**config.mk**
```make
export PLATFORM = sky130hd
export DESIGN_NAME = host_frame_tx
export DESIGN_NICKNAME = d
export VERILOG_FILES = /design/src/rtl/definitions_pkg.sv /design/src/rtl/host_baud_gen.sv /design/src/rtl/host_frame_tx.sv
export SDC_FILE = /design/constraint.sdc
export NUM_CORES = 1
export LEC_CHECK = 0
export BUFFER_PORTS_ARGS = -buffer_cell sky130_fd_sc_hd__buf_2
export CORE_MARGIN = 2
export CORE_UTILIZATION = 30
export CTS_CLUSTER_SIZE = 8
export DETAILED_ROUTE_END_ITERATION = 8
export GPL_ROUTABILITY_DRIVEN = 0
export PLACE_DENSITY = 0.54
export SLEW_MARGIN = 25
export SYNTH_ARGS = -nofsm -noshare
export SYNTH_HDL_FRONTEND = slang
export SYNTH_HIERARCHICAL = 1
export SYNTH_SLANG_ARGS = --single-unit
```
**constraint.sdc**
```tcl
create_clock -name clk -period 2.21 [get_ports clk]
set_input_delay 0.3315 -clock clk [delete_from_list [all_inputs] [get_ports clk]]
set_output_delay 0.3315 -clock clk [all_outputs]
set_load 0.05 [all_outputs]
```
**src/rtl/definitions_pkg.sv**
```systemverilog
// definitions_pkg: shared widths, baud default and FSM state encoding for the host frame transmitter.
package definitions_pkg;
  localparam int FIFO_WIDTH = 8;
  localparam int DEFAULT_CLKS_PER_BIT = 868;
  typedef enum logic [2:0] {IDLE, WAIT_PIX, START_BIT, DATA_BITS, PARITY_BIT, STOP_BIT} state_t;
endpackage

```
**src/rtl/host_baud_gen.sv**
```systemverilog
// host_baud_gen: one-cycle bit_tick every CLKS_PER_BIT cycles, restarted by clr.
module host_baud_gen
  import definitions_pkg::*;
#(
  parameter int CLKS_PER_BIT = DEFAULT_CLKS_PER_BIT
) (
  input  logic clk,
  input  logic rstN,
  input  logic clr,
  output logic bit_tick
);
  localparam int W = CLKS_PER_BIT > 1 ? $clog2(CLKS_PER_BIT) : 1;
  logic [W-1:0] cnt_q, cnt_d;
  assign bit_tick = cnt_q == W'(CLKS_PER_BIT - 1);
  always_comb cnt_d = (clr || bit_tick) ? '0 : cnt_q + 1'b1;
  always_ff @(posedge clk) cnt_q <= rstN ? '0 : cnt_d;
endmodule

```
**src/rtl/host_frame_tx.sv**
```systemverilog
// host_frame_tx: sends FRAME_PIXELS bytes as UART characters (8N1, or 8E1 when HOST_TX_PARITY_EN is defined).
module host_frame_tx
  import definitions_pkg::*;
#(
  parameter int CLKS_PER_BIT = DEFAULT_CLKS_PER_BIT,
  parameter int FRAME_PIXELS = 4096
) (
  input  logic                  clk,
  input  logic                  rstN,
  input  logic                  start,
  input  logic [FIFO_WIDTH-1:0] pix_data,
  input  logic                  pix_valid,
  output logic                  pix_ready,
  output logic                  tx,
  output logic                  busy,
  output logic                  frame_done,
  output logic [15:0]           pix_count
);
  state_t state_q, state_d;
  logic [FIFO_WIDTH-1:0] data_q, data_d;
  logic [2:0] idx_q, idx_d;
  logic tx_q, tx_d, pix_ready_q, pix_ready_d, busy_q, busy_d, frame_done_q, frame_done_d;
  logic [15:0] pix_count_q, pix_count_d, count_next;
  logic accept, bit_tick;
  assign accept = pix_ready_q && pix_valid;
  assign count_next = pix_count_q + 16'd1;
  host_baud_gen #(.CLKS_PER_BIT(CLKS_PER_BIT)) u_baud (
    .clk(clk), .rstN(rstN), .clr(accept), .bit_tick(bit_tick)
  );
  always_comb begin
    state_d = state_q;
    data_d = data_q;
    idx_d = idx_q;
    tx_d = tx_q;
    pix_ready_d = pix_ready_q;
    busy_d = busy_q;
    frame_done_d = 1'b0;
    pix_count_d = pix_count_q;
    case (state_q)
      IDLE: begin
        tx_d = 1'b1;
        if (start) begin
          state_d = WAIT_PIX;
          pix_count_d = '0;
          busy_d = 1'b1;
          pix_ready_d = 1'b1;
        end
      end
      WAIT_PIX: if (accept) begin
        state_d = START_BIT;
        data_d = pix_data;
        idx_d = '0;
        tx_d = 1'b0;
        pix_ready_d = 1'b0;
      end
      START_BIT: if (bit_tick) begin
        state_d = DATA_BITS;
        tx_d = data_q[0];
      end
      DATA_BITS: if (bit_tick) begin
        if (idx_q == 3'd7) begin
`ifdef HOST_TX_PARITY_EN
          state_d = PARITY_BIT;
          tx_d = ^data_q;
`else
          state_d = STOP_BIT;
          tx_d = 1'b1;
`endif
        end else begin
          idx_d = idx_q + 3'd1;
          tx_d = data_q[idx_q + 3'd1];
        end
      end
      PARITY_BIT: if (bit_tick) begin
        state_d = STOP_BIT;
        tx_d = 1'b1;
      end
      STOP_BIT: if (bit_tick) begin
        pix_count_d = count_next;
        if (count_next == 16'(FRAME_PIXELS)) begin
          state_d = IDLE;
          busy_d = 1'b0;
          frame_done_d = 1'b1;
        end else begin
          state_d = WAIT_PIX;
          pix_ready_d = 1'b1;
        end
      end
      default: state_d = IDLE;
    endcase
  end
  always_ff @(posedge clk) begin
    if (rstN) begin
      state_q <= IDLE;
      data_q <= '0;
      idx_q <= '0;
      tx_q <= 1'b1;
      pix_ready_q <= 1'b0;
      busy_q <= 1'b0;
      frame_done_q <= 1'b0;
      pix_count_q <= '0;
    end else begin
      state_q <= state_d;
      data_q <= data_d;
      idx_q <= idx_d;
      tx_q <= tx_d;
      pix_ready_q <= pix_ready_d;
      busy_q <= busy_d;
      frame_done_q <= frame_done_d;
      pix_count_q <= pix_count_d;
    end
  end
  assign tx = tx_q;
  assign pix_ready = pix_ready_q;
  assign busy = busy_q;
  assign frame_done = frame_done_q;
  assign pix_count = pix_count_q;
endmodule

```
==> results of run 1 <==
-- critical path, delay by kind of cell (launching register included) --
family	cells	cell delay (ns)
AO/OA/AOI/OAI	2	0.26
flip-flops	1	0.40
AND/OR/NAND/NOR	4	1.42
-- cell usage after synthesis (7+ instances only) --
cell type / number
a22oi_1: 7
clkbuf_1: 9
dfxtp_1: 44
nand2_1: 17
nand2b_1: 8
mux2i_1: 11
o21ai_0: 17
nor2_1: 46
a21oi_1: 17
nand3_1: 14
a31oi_1: 9
nand4_1: 7
-- report_power, final --
part | total [uW] | internal, uW | switching (uW) | leakage (uW)
sequential | 806 | 794 | 12.5 | 0.000367
combinational | 141 | 54.3 | 86.6 | 0.000800
clock | 684 | 407 | 277 | 0.0000636
-- state kept, by name, indices dropped and copies added, names as in the netlist --
signal	flops
tx	1
idx_q	3
state_q	3
frame_done	1
pix_count	16
pix_ready	1
u_baud/cnt_q	10
busy	1
data_q	8
-- metal layers --
metal	GRT usage	wire [um]	up-vias
li1	-	-	1204
met1	0.195	2840	1121
met2	0.232	2860	56
met3	0.0253	301	5
met4	0.0399	77	0
met5	0	0	-
-- final timing paths --
path                 from    endpoint  slack, ns
max          pix_count[4]  state_q[0]     -0.004
min           pix_data[3]   data_q[3]       0.27
max reg2reg  pix_count[4]  state_q[0]     -0.004
min reg2reg      idx_q[1]    idx_q[1]       0.48
-- timing repair --
action	in CTS	in global routing
buffers inserted	0	2
setup endpoints to repair	8	23
pin swaps	0	5
resized for setup	2	10
-- layout make-up --
cell class	instances	area, sq um	area share
inverter	6	22.5	0.00706
sequential	44	926	0.290
timing repair buffer	69	440	0.138
clock inverter	1	30.0	0.00942
multi-input combinational	229	1540	0.483
tap	105	131	0.0412
clock buffer	7	97.6	0.0306
-- kinds of logic after synthesis --
logic type               share of synthesized area
AO/OA/AOI/OAI                                0.169
XOR/XNOR                                    0.0422
adder cells (fa/ha/maj)                     0.0251
buffers and inverters                       0.0568
flip-flops                                   0.354
multiplexers                                0.0623
AND/OR/NAND/NOR                              0.291
-- per-stage QoR --
step / hold slack [ns] / total power, uW / setup slack [ns]
final: 0.268 / 1630 / -0.00418
after global routing: 0.264 / 1710 / -0.118
after CTS: 0.260 / 1660 / -0.0217
after detailed placement: 0.470 / 965 / -0.0475
after global placement: 0.461 / 966 / -0.0209
after floorplan: 0.426 / 918 / -0.0901
==> results.yml, run 1 <==
die:
  coreArea_sq_um: 8130
  dieArea_sq_um: 9040
  die_y_um: 95.1
  ios: 32
  fp.dieW_um: 95.1
  rows: 33
  initial_core_util: 0.306
detailed_routing:
  vias: 2386
  ant_nets: 0
  drt-total-wl_um: 6080
  post_drt_wl_per_cell_um: 13.2
  drtIter0Drc: 62
  dr.pass1.iters: 4
  drcViolationCount: 0
  avgViaCountPerCell: 5.18
power_and_ir_drop:
  p_leak_uw: 0.00123
  irDropWorstVdd_v: 0.000227
  p_per_area_nw_per_um2: 512
critical_path:
  start_kind: "flip-flop"
  slowest_stage: "or4_4"
  slowest_delay_ns: 0.52
  arrival_ns: 2.38
  cp_cell_sequence: "nand3_4, or4_4, a21oi_2, or4b_4, nor4b_4, a311oi_1"
  r2r_cells: 6
  worstPathRequired_ns: 2.38
  path_class: "reg2reg"
  crit_path_end_kind: "flip-flop"
  path_max_fanout: 6
synthesis:
  synth_area_sq_um: 2490
  netlist_instances: 298
  syn_nets: 315
  syn_area_per_cell_sq_um: 8.36
  yosys.area.top_type: "dfxtp_1"
  synth-seq-cells: 44
  synth.top_cells.by_area: "dfxtp_1 (35%), nor2_1 (6.9%), mux2i_1 (4.4%)"
  async_reset_ff_frac: 0
  synth_top_cell_area_share: 0.354
  synth_ff_type: "dfxtp_1"
  synthDistinctLibCells: 55
  ys_seq_area_frac: 0.354
  yosysWarningCount: 6
  synth-edff-count: 0
sta:
  fin_ws_ns: -0.00418
  timing.fmax_mhz: 452
  rsz0062_at_grt: "yes"
  fin_worst_skew_ns: 0.0124
  period_share: 1.00
  drv_slew: 0
  fin_crit_ns: 2.21
  slew_headroom: 0.687
  worst_slew_pin_slew_ns: 0.469
  setup_viol: 1
  fin_setup_tns_ns: -0.00418
  hold_viol: 0
grt:
  grt_pass1_wl_um: 10400
  grt_usage: 0.143
  grt_pass1_vias: 2213
  grt_overflow: 0
  grt_max_degree: 22
  grt_antenna_before_repair: 0
layout:
  finalNetCount: 372
  layout-drive-gt1-share: 0.326
  mostFrequentLayoutCell: "nor2_1"
  final.fill_count: 848
  final_area_sq_um: 3190
  antenna_cells: 0
  final_util: 0.392
  layout_common_cells: "nor2_1 (43), buf_4 (38), buf_2 (31), dfxtp_1 (30)"
  final_cells: 461
  syn2layout_area_growth_pct: 28.0
clocking:
  cts_made_buffers: 5
  clockRootBuffer: "clkbuf_8"
  ctsHoldBuffers: 0
  htreeDepth: 2
  clk_latency_ns: 0.30
  cts_buffer_depth: 2
  clkSlewWorstSetupHoldPaths_ns: 0.08
  cts.sinks: 44
  cts_tree: "yes"
run_status:
  violations: "setup timing"
  status: "finished, violations left"
place:
  dp.final_hpwl_um: 4460
  portBuffers: 31
  placed_cell_area_sq_um: 3000
  place_inst: 451
hold_path:
  min_path_type: "in2reg"
  hold_depth: 3
run:
  cap_violations: 0
No activity file was read; power rests on OpenSTA's default activity.
==> run 2, diff against run 1 <==
--- a/config.mk
+++ b/config.mk
@@ -6,12 +6,14 @@
 export NUM_CORES = 1
 export LEC_CHECK = 0
 export BUFFER_PORTS_ARGS = -buffer_cell sky130_fd_sc_hd__buf_2
+export CELL_PAD_IN_SITES_DETAIL_PLACEMENT = 0
+export CELL_PAD_IN_SITES_GLOBAL_PLACEMENT = 2
 export CORE_MARGIN = 2
 export CORE_UTILIZATION = 30
 export CTS_CLUSTER_SIZE = 8
 export DETAILED_ROUTE_END_ITERATION = 8
 export GPL_ROUTABILITY_DRIVEN = 0
-export PLACE_DENSITY = 0.54
+export PLACE_DENSITY = 0.78
 export SLEW_MARGIN = 25
 export SYNTH_ARGS = -nofsm -noshare
 export SYNTH_HDL_FRONTEND = slang
==> results.yml, run 2 (synthesis gave the netlist of run 1 again) <==
clocking:
  cts_tree: "yes"
  cts_buffer_depth: 2
  htreeDepth: 2
  cts_made_buffers: 5
  cts.sinks: 44
  clkSlewWorstSetupHoldPaths_ns: 0.09
  clockRootBuffer: "clkbuf_8"
  ctsHoldBuffers: 0
  clk_latency_ns: 0.30
sta:
  hold_viol: 0
  period_share: 0.990
  fin_crit_ns: 2.19
  worst_slew_pin_slew_ns: 0.492
  fin_setup_tns_ns: 0
  fin_hold_ws_ns: 0.264
  setup_viol: 0
  drv_slew: 0
  slew_headroom: 0.672
  rsz0062_at_grt: "yes"
  fin_worst_skew_ns: 0.00864
  timing.fmax_mhz: 457
critical_path:
  crit_path_end_kind: "flip-flop"
  rrSetupSlack_ns: 0.02
  slowest_stage: "or4_4"
  cp_cell_sequence: "nand4_1, or4_4, a21oi_1, or4b_4, nor4b_4, a311oi_1"
  start_kind: "flip-flop"
  worstPathRequired_ns: 2.39
  arrival_ns: 2.36
  path_max_fanout: 5
  path_class: "reg2reg"
  slowest_delay_ns: 0.51
grt:
  grt_pass1_wl_um: 10100
  grt_overflow: 0
  grt_max_degree: 21
  grt_usage: 0.139
  grt_antenna_before_repair: 0
  grt_pass1_vias: 2128
die:
  initial_core_util: 0.306
  fp.dieW_um: 95.1
  rows: 33
  die_y_um: 95.1
  ios: 32
  dieArea_sq_um: 9040
  coreArea_sq_um: 8130
power_and_ir_drop:
  p_leak_uw: 0.00123
  irDropWorstVdd_v: 0.000249
  p_per_area_nw_per_um2: 466
  p_sw_frac: 0.259
  switching_power_uw: 385
  seqPwrFrac: 0.543
  p_int_uw: 1100
  combPwrFrac: 0.094
  p_clk_frac: 0.363
  finalPower_uw: 1490
detailed_routing:
  dr.pass1.iters: 4
  ant_nets: 0
  vias: 2335
  drcViolationCount: 0
  avgViaCountPerCell: 5.03
  post_drt_wl_per_cell_um: 13.1
  drtIter0Drc: 98
  drt-total-wl_um: 6100
layout:
  layout_common_cells: "nor2_1 (43), buf_4 (41), buf_2 (31), dfxtp_1 (30)"
  layout-drive-gt1-share: 0.331
  largest_reg_flops: 16
  final.fill_count: 851
  finalNetCount: 375
  syn2layout_area_growth_pct: 28.1
  antenna_cells: 0
  final_cells: 464
  mostFrequentLayoutCell: "nor2_1"
place:
  place_inst: 453
  dp.final_hpwl_um: 4450
  portBuffers: 31
run:
  cap_violations: 0
run_status:
  status: "finished, final reports clean"
hold_path:
  min_path_type: "in2reg"
[run 2: critical path, delay by kind of cell, from the launching register on]
kind | cells | cell delay, ns
DFF | 1 | 0.38
and+or+nand+nor | 4 | 1.41
AOI/OAI and AO/OA | 2 | 0.28
[run 2: routing by layer]
layer  vias up  global-route usage  wire length (um)
met5         -                   0                 0
met4         0              0.0350                82
met3         8              0.0261               264
met2        59               0.217              2720
met1      1058               0.197              3030
li1       1210                   -                 -
[run 2: power by group through the flow]
stage	Combinational [uW]	Clock, uW	Sequential (uW)
after floorplan	77.0	0	840
after global placement	138	0	826
after detailed placement	139	0	826
after CTS	139	563	808
after global routing	156	594	811
final	139	540	808
[run 2: final timing paths]
check / start / depth (start not counted) / end
hold / removal: pix_data[5] / 3 / data_q[5]
setup / recovery: pix_count[5] / 6 / state_q[0]
setup reg to reg: pix_count[5] / 6 / state_q[0]
hold reg to reg: u_baud/cnt_q[0] / 1 / u_baud/cnt_q[0]
[run 2: timing repair]
action                     4_1_cts  5_1_grt
buffers inserted                 0        3
cloned                           0        0
resized for setup                2       12
pin swaps                        0        2
hold endpoints to repair         0        0
setup endpoints to repair        3       23
[run 2: per-stage QoR]
step	setup WS [ns]	area, sq um	utilization
after floorplan	-0.0901	2560	-
after global placement	-0.0785	3020	0.371
after detailed placement	-0.0464	3020	0.371
after CTS	0.0236	3120	0.384
after global routing	-0.0572	3190	0.392
final	0.0223	3190	0.392
[run 2: layout make-up]
type | instances | area [sq um] | area share
clock buffers | 7 | 86.3 | 0.0271
clock inverters | 1 | 7.51 | 0.00235
inverters | 6 | 22.5 | 0.00706
multi-input cells | 229 | 1550 | 0.487
flip-flops and latches | 44 | 926 | 0.290
well taps | 105 | 131 | 0.0412
repair buffers | 72 | 463 | 0.145
==> run 3, diff against run 2 <==
--- a/config.mk
+++ b/config.mk
@@ -14,6 +14,7 @@
 export DETAILED_ROUTE_END_ITERATION = 8
 export GPL_ROUTABILITY_DRIVEN = 0
 export PLACE_DENSITY = 0.78
+export SETUP_SLACK_MARGIN = 0.1
 export SLEW_MARGIN = 25
 export SYNTH_ARGS = -nofsm -noshare
 export SYNTH_HDL_FRONTEND = slang
==> results.yml, run 3 (synthesis gave the netlist of run 1 again) <==
run_status:
  status: "finished, final reports clean"
critical_path:
  crit_path_end_kind: "flip-flop"
  start_kind: "flip-flop"
  arrival_ns: 2.35
  worstPathRequired_ns: 2.38
  rrSetupSlack_ns: 0.02
  path_max_fanout: 5
  path_class: "reg2reg"
sta:
  setup_viol: 0
  fin_ws_ns: 0.0227
  drv_slew: 0
  period_share: 0.990
  fin_crit_ns: 2.19
  hold_viol: 0
  rsz0062_at_grt: "yes"
  slew_headroom: 0.686
  fin_setup_tns_ns: 0
  fin_worst_skew_ns: 0.0113
  worst_slew_pin_slew_ns: 0.460
  timing.fmax_mhz: 457
detailed_routing:
  post_drt_wl_per_cell_um: 13.5
  ant_nets: 0
  drtIter0Drc: 104
  dr.pass1.iters: 4
  drt-total-wl_um: 6300
  vias: 2362
  drcViolationCount: 0
  avgViaCountPerCell: 5.07
die:
  die_y_um: 95.1
  initial_core_util: 0.306
  fp.dieW_um: 95.1
  coreArea_sq_um: 8130
  rows: 33
  ios: 32
  dieArea_sq_um: 9040
power_and_ir_drop:
  p_per_area_nw_per_um2: 451
  p_int_uw: 1070
  p_sw_frac: 0.265
  switching_power_uw: 386
  p_leak_uw: 0.00124
  irDropWorstVdd_v: 0.000263
  seqPwrFrac: 0.554
  combPwrFrac: 0.096
  p_clk_frac: 0.349
grt:
  grt_max_degree: 26
  grt_pass1_vias: 2199
  grt_antenna_before_repair: 0
  grt_usage: 0.146
  grt_pass1_wl_um: 10500
  grt_overflow: 0
layout:
  final_util: 0.397
  syn2layout_area_growth_pct: 29.6
  final.fill_count: 823
  finalNetCount: 377
  final_cells: 466
  largest_reg_flops: 16
  layout_common_cells: "nor2_1 (43), buf_4 (43), buf_2 (31), dfxtp_1 (29), o21ai_0 (17)"
  layout-drive-gt1-share: 0.346
  final_area_sq_um: 3230
  antenna_cells: 0
clocking:
  cts.sinks: 44
  clkSlewWorstSetupHoldPaths_ns: 0.09
  htreeDepth: 2
  cts_buffer_depth: 2
  cts_tree: "yes"
  clk_latency_ns: 0.30
  clockRootBuffer: "clkbuf_8"
  cts_made_buffers: 5
run:
  cap_violations: 0
place:
  place_ws_ns: -0.0816
  place_inst: 451
  dp.final_hpwl_um: 4610
  portBuffers: 31
  placed_cell_area_sq_um: 3010
hold_path:
  min_path_type: "in2reg"
[run 3: path summary, 6_finish.rpt]
| check | startpoint | endpoint | cells after the start |
|---|---|---|---|
| hold reg to reg | u_baud/cnt_q[0] | u_baud/cnt_q[0] | 1 |
| setup reg to reg | pix_count[5] | state_q[0] | 6 |
| hold / removal | pix_data[0] | data_q[0] | 3 |
| setup / recovery | pix_count[5] | state_q[0] | 6 |
[run 3: worst max-delay path, cell delays in order, from the launching register on]
cell and delay (ns):
dfxtp_4 0.37, nand4_1 0.12, or4_4 0.51, a21oi_2 0.13, or4b_4 0.47, nor4b_4 0.31
a311oi_1 0.13
[run 3: power by group through the flow]
stage                     Clock (uW)  Sequential [uW]  Combinational, uW
after detailed placement           0              826                138
after floorplan                    0              840               77.6
after CTS                        533              807                140
final                            509              807                141
after global routing             555              811                158
after global placement             0              826                138
[run 3: area by class of cell]
cell class | count | area (sq um) | share of cell area
multi-input cells | 229 | 1590 | 0.492
flip-flops and latches | 44 | 927 | 0.287
repair buffers | 74 | 478 | 0.148
well taps | 105 | 131 | 0.0407
clock buffers | 7 | 76.3 | 0.0236
inverters | 6 | 22.5 | 0.00698
clock inverters | 1 | 5.00 | 0.00155
[run 3: stage by stage]
stage               power (uW)  hold slack [ns]
finish                    1460            0.265
CTS                       1480            0.256
detailed placement         964            0.450
global route              1520            0.279
floorplan                  918            0.426
global placement           965            0.445
[run 3: metal layers]
metal	GRT usage	routed length, um	vias up
met5	0	0	-
met3	0.0269	213	5
met4	0.0362	51	0
met1	0.201	3100	1114
met2	0.235	2930	38
li1	-	-	1205
[run 3: timing repair]
action                                  4_1_cts  5_1_grt
pin swaps                                     4        6
gates resized for setup                       5       13
hold buffers                                  0        0
endpoints found under the setup margin        8       24
setup buffers                                 4        3
